===== src/rtl/timer_sequencer.sv =====
// Request sequencer for a down-count timer: accepts load/repeat requests, arms and runs the
// timer once per period, collects timeouts, and guards each period with a watchdog.
module timer_sequencer #(
   parameter int W     = 32,
   parameter int RW    = 8,
   parameter int GUARD = 4
) (
   input  logic          clk,
   input  logic          rst,
   input  logic          req_valid,
   output logic          req_ready,
   input  logic [W-1:0]  req_load,
   input  logic [RW-1:0] req_repeat,
   input  logic          abort,
   output logic          tmr_enable,
   output logic [W-1:0]  tmr_load,
   input  logic          tmr_timeout,
   input  logic [W-1:0]  tmr_value,
   output logic          busy,
   output logic          expire_pulse,
   output logic          done_pulse,
   output logic          error,
   output logic [RW-1:0] expire_count,
   output logic [W-1:0]  last_value
);

   typedef enum logic [1:0] {IDLE, LOAD, RUN} state_t;

   state_t        state, state_nxt;
   logic [RW-1:0] remaining;
   logic [W:0]    wd, wd_limit;
   logic          accept, collect, wd_fire, last_period;

   assign req_ready   = (state == IDLE);
   assign busy        = (state != IDLE);
   assign accept      = req_valid & req_ready;
   // One extra bit so a maximal load plus the guard band cannot wrap.
   assign wd_limit    = {1'b0, tmr_load} + (W+1)'(GUARD);
   assign collect     = (state == RUN) & tmr_timeout & ~abort;
   assign wd_fire     = (state == RUN) & ~tmr_timeout & ~abort & (wd == wd_limit);
   assign last_period = (remaining <= RW'(1));

   always_ff @(posedge clk or posedge rst) begin
      if (rst) state <= IDLE;
      else     state <= state_nxt;
   end

   always_comb begin
      state_nxt = state;
      case (state)
         IDLE:    if (accept) state_nxt = LOAD;
         LOAD:    state_nxt = abort ? IDLE : RUN;
         RUN: begin
            if (abort || wd_fire) state_nxt = IDLE;
            else if (tmr_timeout) state_nxt = last_period ? IDLE : LOAD;
         end
         default: state_nxt = IDLE;
      endcase
   end

   always_ff @(posedge clk or posedge rst) begin
      if (rst) begin
         tmr_enable   <= 1'b0;
         tmr_load     <= '0;
         remaining    <= '0;
         wd           <= '0;
         expire_pulse <= 1'b0;
         done_pulse   <= 1'b0;
         error        <= 1'b0;
         expire_count <= '0;
         last_value   <= '0;
      end else begin
         // Enable follows the state we are entering, so it is low for every LOAD cycle.
         tmr_enable   <= (state_nxt == RUN);
         expire_pulse <= collect;
         done_pulse   <= collect & last_period;
         if (accept) begin
            tmr_load     <= req_load;
            remaining    <= (req_repeat == '0) ? RW'(1) : req_repeat;
            expire_count <= '0;
            error        <= 1'b0;
         end
         if (state == LOAD)                   wd <= '0;
         else if (state == RUN && wd != '1)   wd <= wd + 1'b1;
         if (collect) begin
            if (expire_count != '1) expire_count <= expire_count + 1'b1;
            if (remaining != '0)    remaining    <= remaining - 1'b1;
            last_value <= tmr_value;
         end
         if (wd_fire) error <= 1'b1;
      end
   end

endmodule


===== config.mk =====
export PLATFORM = sky130hd
export DESIGN_NAME = timer_sequencer
export DESIGN_NICKNAME = d
export VERILOG_FILES = /design/src/rtl/timer_sequencer.sv
export SDC_FILE = /design/constraint.sdc
export NUM_CORES = 1
export LEC_CHECK = 0
export BUFFER_PORTS_ARGS = -buffer_cell sky130_fd_sc_hd__clkbuf_2
export CELL_PAD_IN_SITES_DETAIL_PLACEMENT = 0
export CELL_PAD_IN_SITES_GLOBAL_PLACEMENT = 1
export CORE_MARGIN = 2
export CORE_UTILIZATION = 43
export DETAILED_ROUTE_END_ITERATION = 8
export GPL_TIMING_DRIVEN = 0
export MAX_ROUTING_LAYER = met4
export PLACE_DENSITY = 0.93
export SLEW_MARGIN = 30
export SYNTH_ARGS = -nofsm -noshare
export SYNTH_HDL_FRONTEND = slang
export SYNTH_SLANG_ARGS = --single-unit

===== constraint.sdc =====
create_clock -name clk -period 9.75 [get_ports clk]
set_clock_uncertainty 0.05 [all_clocks]
set_input_delay 1.4625 -clock clk [delete_from_list [all_inputs] [get_ports clk]]
set_output_delay 1.4625 -clock clk [all_outputs]
set_load 0.03 [all_outputs]

## After elaboration in Yosys (flattened, before gate mapping)

Cells that the tools add are included.

| operators by class | value |
|---|---|
| bitwise gates (word level) | 9 |
| equal/unequal tests | 6 |
| reductions and logical operators | 8 |
| order comparisons | 1 |
| multiplexer cells | 17 |
| multipliers | 0 |
| div/mod/pow operators | 0 |
| add/sub/neg operators | 4 |
| shift-type cells | 0 |

Operator list:

| cell | number |
|---|---|
| 2-to-1 mux 33 bit | 2 |
| 2-to-1 mux 8 bit | 7 |
| adder 32 x 3 -> 33 bit, second input constant | 1 |
| adder 33 x 1 -> 33 bit, second input constant | 1 |
| == test 33 bit | 1 |
| != test 33 bit, second input constant | 1 |
| adder 8 x 1 -> 8 bit, second input constant | 1 |
| <= comparator 8 x 1 -> 1 bit, second input constant | 1 |
| logical NOT 8 bit | 1 |
| 2-to-1 mux 2 bit | 4 |
| != test 8 bit, second input constant | 1 |
| nonzero test 8 bit | 1 |
| subtractor 8 x 1 -> 8 bit, second input constant | 1 |
| AND 1 bit | 7 |
| one-hot mux 2 bit (3 select lines) | 1 |
| nonzero test 2 bit | 3 |
| == test 2 bit, second input constant | 2 |
| 2-to-1 mux 1 bit | 3 |
| == test 2 x 1 -> 1 bit, second input constant | 1 |
| logical NOT 2 bit | 1 |
| inverter 1 bit | 2 |
| logical AND 1 bit | 1 |
| logical OR 1 bit | 1 |

| word-level totals | value |
|---|---|
| output and inout bits | 78 |
| bits of input ports | 77 |
| memory bits (read-only) | 0 |
| word-level logic and storage cells | 55 |
| latch bits | 0 |
| register bits after elaboration | 119 |
| memory bits (writable) | 0 |
| memories kept | 0 |

## Logic depth before layout (Yosys ltp)

| depth | value |
|---|---|
| depth after elaboration | 8 |
| depth in mapped cells | 15 |
| gate-level depth less buffers | 14 |

## Worst setup path before layout

OpenSTA, ideal clock, no wires.

| timing | value |
|---|---|
| kind | input port to flip-flop |
| from | input port tmr_timeout |
| to | register state[1] |
| path slack | 6493 ps |
| stages on the path | 7 |
| buffers on the path | 0 |
| setup time | 121 ps |
| arrival | 3086 ps |
| cell sequence | nor3_1 nor2b_1 nand4_1 or4_4 a2111oi_4 o2111ai_1 a22o_1 |

| between the ends | value |
|---|---|
| word-level cells in the longest chain between the ends | 7 |

Ends and longest elaborated chain:

| item | line | source |
|---|---|---|
| start: declaration | 17 | `input logic tmr_timeout,` |
| inverter 1 bit | 40 | `assign wd_fire = (state == RUN) & ~tmr_timeout & ~abort & (wd == wd_limit);` |
| AND 1 bit (3 in series) | 40 |  |
| logical OR 1 bit | 54 | `if (abort \|\| wd_fire) state_nxt = IDLE;` |
| 2-to-1 mux 2 bit * | 54 |  |
| one-hot mux 2 bit (3 select lines) * | 50 | `case (state)` |
| named net state_nxt[1] | 29 | `state_t state, state_nxt;` |
| end signal: assignment | 45 | `else state <= state_nxt;` |
| end: declaration | 29 |  |

The timed path passes the listed nets; every way through them passes the cells marked *.
A chain may end at the register's enable or synchronous reset.

## Worst setup path after layout

| timing | value |
|---|---|
| from | register wd[19] |
| to | register wd[23] |

| between the ends | value |
|---|---|
| word-level cells in the longest chain between the ends | 3 |

Ends and longest elaborated chain:

| item | line | source |
|---|---|---|
| start: declaration | 31 | `logic [W:0] wd, wd_limit;` |
| start signal: assignment | 84 | `else if (state == RUN && wd != '1) wd <= wd + 1'b1;` |
| adder 33 x 1 -> 33 bit / != test 33 bit (equally long branches) | 84 |  |
| 2-to-1 mux 33 bit / logical AND 1 bit (equally long branches) | 84 |  |
| 2-to-1 mux 33 bit / nonzero test 2 bit (equally long branches) | n/a |  |

Several ways; a longest one is shown, not always the timed one. The select of a mux whose other input is x is not followed.

==> flow_summary.ini <==
[outcome]
outcome = complete, no violations

[synthesis]
yosys.cell_count.top_type = nand2_1
ys_top_cells_by_area = dfrtp_1 47%, nand2_1 14%, xnor2_1 4.7%, xor2_1 4.5%, nor2_1 3.9%
synth_top_area_share_pct = 46.8
async_flop_share_pct = 100
yosys_warnings = 0
synth_seq_cells = 119
synth_cells = 749
syn_nets = 832
synth_ff_type = dfrtp_1
synth_seq_area_share_pct = 46.8
synth_top_cells_by_count = 230 x nand2_1, 119 x dfrtp_1, 66 x nor2_1
synth_top_area_cell = dfrtp_1
synth-edff-count = 0
ys_types = 62
avgSynthCellArea_um2 = 8.49
netlist_area_um2 = 6360

[cts]
clockRootBuffer = clkbuf_16
cts_resized = 0
clockBufferDepth = 2
numClockSinks = 119
cts_buffers = 17
cts_hold_buf = 0
clk_pin_slew_ns = 0.06
clkLatencyLatePin_ns = 0.42
post-cts-setup-buffer-count = 0
cts_tree = built
htreeDepth = 4

[sta]
setup_viol = 0
timing.final.crit_share_pct = 38.3
tns_ns = 0
tightest_slew_ns = 0.769
hold_viol_final = 0
period_minus_slack_ns = 3.73
hold_ws_ns = 0.421
slew_headroom_pct = 48.5
fmax_mhz = 268
report.final.slew_viol_count = 0
rsz0062_at_grt = no

[setup_path]
critPathBufInv = 1
worstPathRequired_ns = 9.99
cp-start-kind = flop
reg2reg_slack_ns = 6.02
crit_fanout = 7
reg2regPathDepth = 15
cp_common_cell = nor2_1
timing.rr.end = wd[23]
cpPeakStageDelay_ns = 0.60
path_class = flop to flop
arrival_ns = 3.97
critical-path-slowest-cell = nor3_1
crit_chain = and4_1 > nand3_1 > nor2_1 > and2_1 > and3_1 > and4_1 > ha_1 > nor2_1 > a21oi_1 > nor3_1 > and2_0 > clkbuf_1 > nand3_1 > xor2_1 > nor2_1
reg2reg_from = wd[19]
end_kind = flop
crit_family = simple AND/OR/NAND/NOR gates

[routing]
dr.first_iter.drc_count = 291
wl_per_cell_um = 15.2
ant_nets = 0
wirelength_mm = 17.0
vias = 5868
drc = 0
via_per_inst = 5.24
firstDrtPassIters = 8

[min_path]
hp-start = last_value[20]
hold_path_depth = 2
min_to = last_value[20]
min_path_type = flop to flop

[floorplanning]
die_w_um = 126
dieArea_um2 = 15800
initial_utilization_pct = 43.9
io-pin-count = 155
fp.dieH_um = 126
core_area_um2 = 14500
rows = 44

[final_layout]
syn_to_final_growth_pct = 26.8
nFillCells = 1380
drive_gt1_share_pct = 21.6
regArea_um2 = 2980
antennaDiodeCount = 0
nNetsFinal = 1006
multi_input_area_um2 = 3210

[grt]
antenna_found_initial = 0
first_global_vias = 5668
grt_use_met1_pct = 30.3
grt.overflow.total = 0
met3_usage_pct = 6.16
grt_max_degree = 92
use_met2_pct = 35.0
grt_usage_pct = 22.9
busiest_layer = met2
grt_pass1_wl_mm = 28.2

[flow_run]
maxCapViolCount = 0

[pwr]
leakagePower_nw = 3.99
cellPowerDensity_nw_per_um2 = 252
vdd.ir_drop.worst_mv = 0.177

[placed_design]
dpl.hpwl_mm = 12.7
portBuffers = 154
place_congestion = 0.859
## final cells by class
| cell class | count | area share, % |
|---|---|---|
| sequential | 119 | 36.9 |
| clock buffer | 19 | 5.62 |
| buffer | 30 | 1.41 |
| multi-input combinational | 584 | 39.8 |
| inverter | 16 | 0.838 |
| timing repair buffer | 155 | 9.90 |
| clock inverter | 13 | 2.70 |
| tap | 184 | 2.85 |
## flip-flops by register name, summed over array words and instances (netlist names)
register	flops
tmr_enable	1
remaining	8
error	1
done_pulse	1
expire_pulse	1
expire_count	8
tmr_load	32
last_value	32
state	2
wd	33
## layout by cell type (no fill, tap or decap), drive strengths merged, types with 19 or more instances in the layout
| cell type | count |
|---|---|
| a21oi | 22 |
| clkbuf | 200 |
| dfrtp | 119 |
| nand2 | 230 |
| nand3 | 30 |
| nand4 | 23 |
| nor2 | 66 |
| o21ai | 19 |
| xnor2 | 34 |
| xor2 | 33 |
## where the power goes
part           leakage [nW]  internal (mW)  switching, mW
combinational          2.13          0.188          0.409
sequential             1.54          0.604          0.122
clock                 0.320          0.470          0.238
## kinds of logic after synthesis
| group | share of synthesized area [%] |
|---|---|
| xor gates and xnor gates | 9.23 |
| and+or+nand+nor | 30.7 |
| DFF | 46.8 |
| adders and majority gates | 1.18 |
| muxes | 0.472 |
| AOI/OAI and AO/OA | 8.81 |
| buffers and inverters | 2.73 |
## worst reg2reg max path, stage by stage, from the launching register on
cell,delay (ns)
dfrtp_1,0.45
and4_1,0.24
nand3_1,0.18
nor2_1,0.08
and2_1,0.17
and3_1,0.20
and4_1,0.19
ha_1,0.25
nor2_1,0.16
a21oi_1,0.12
nor3_1,0.60
and2_0,0.21
clkbuf_1,0.30
nand3_1,0.16
xor2_1,0.17
nor2_1,0.06
## stage by stage
stage                     area, um2  instances  total power, mW  worst slack (ns)  util, %
final                          8070       1120             2.03              6.02     55.7
after CTS                      8070       1120             2.05              6.05     55.7
after global placement         7360       1087             1.32              3.69     50.8
after floorplan                6360        749             1.13              5.08        -
after detailed placement       7400       1088             1.33              5.97     51.1
after global routing           8070       1120             2.14              5.73     55.7
## layer usage
metal,share of wire [%],up-vias
met3,5.7,20
met1,46,2775
met2,47,169
met5,0,-
li1,-,2904
met4,1.4,0
## worst max-delay path by stage
stage,start,end,slack [ns],cells after the start
global placement,rst,tmr_load[21],3.69,2
finish,wd[19],wd[23],6.02,15
detailed placement,tmr_timeout,tmr_enable,5.97,8
CTS,wd[19],wd[23],6.05,15
global route,wd[9],wd[21],5.73,15
floorplan,rst,done_pulse,5.08,1
Note: power is estimated with default switching activity, not from simulation.
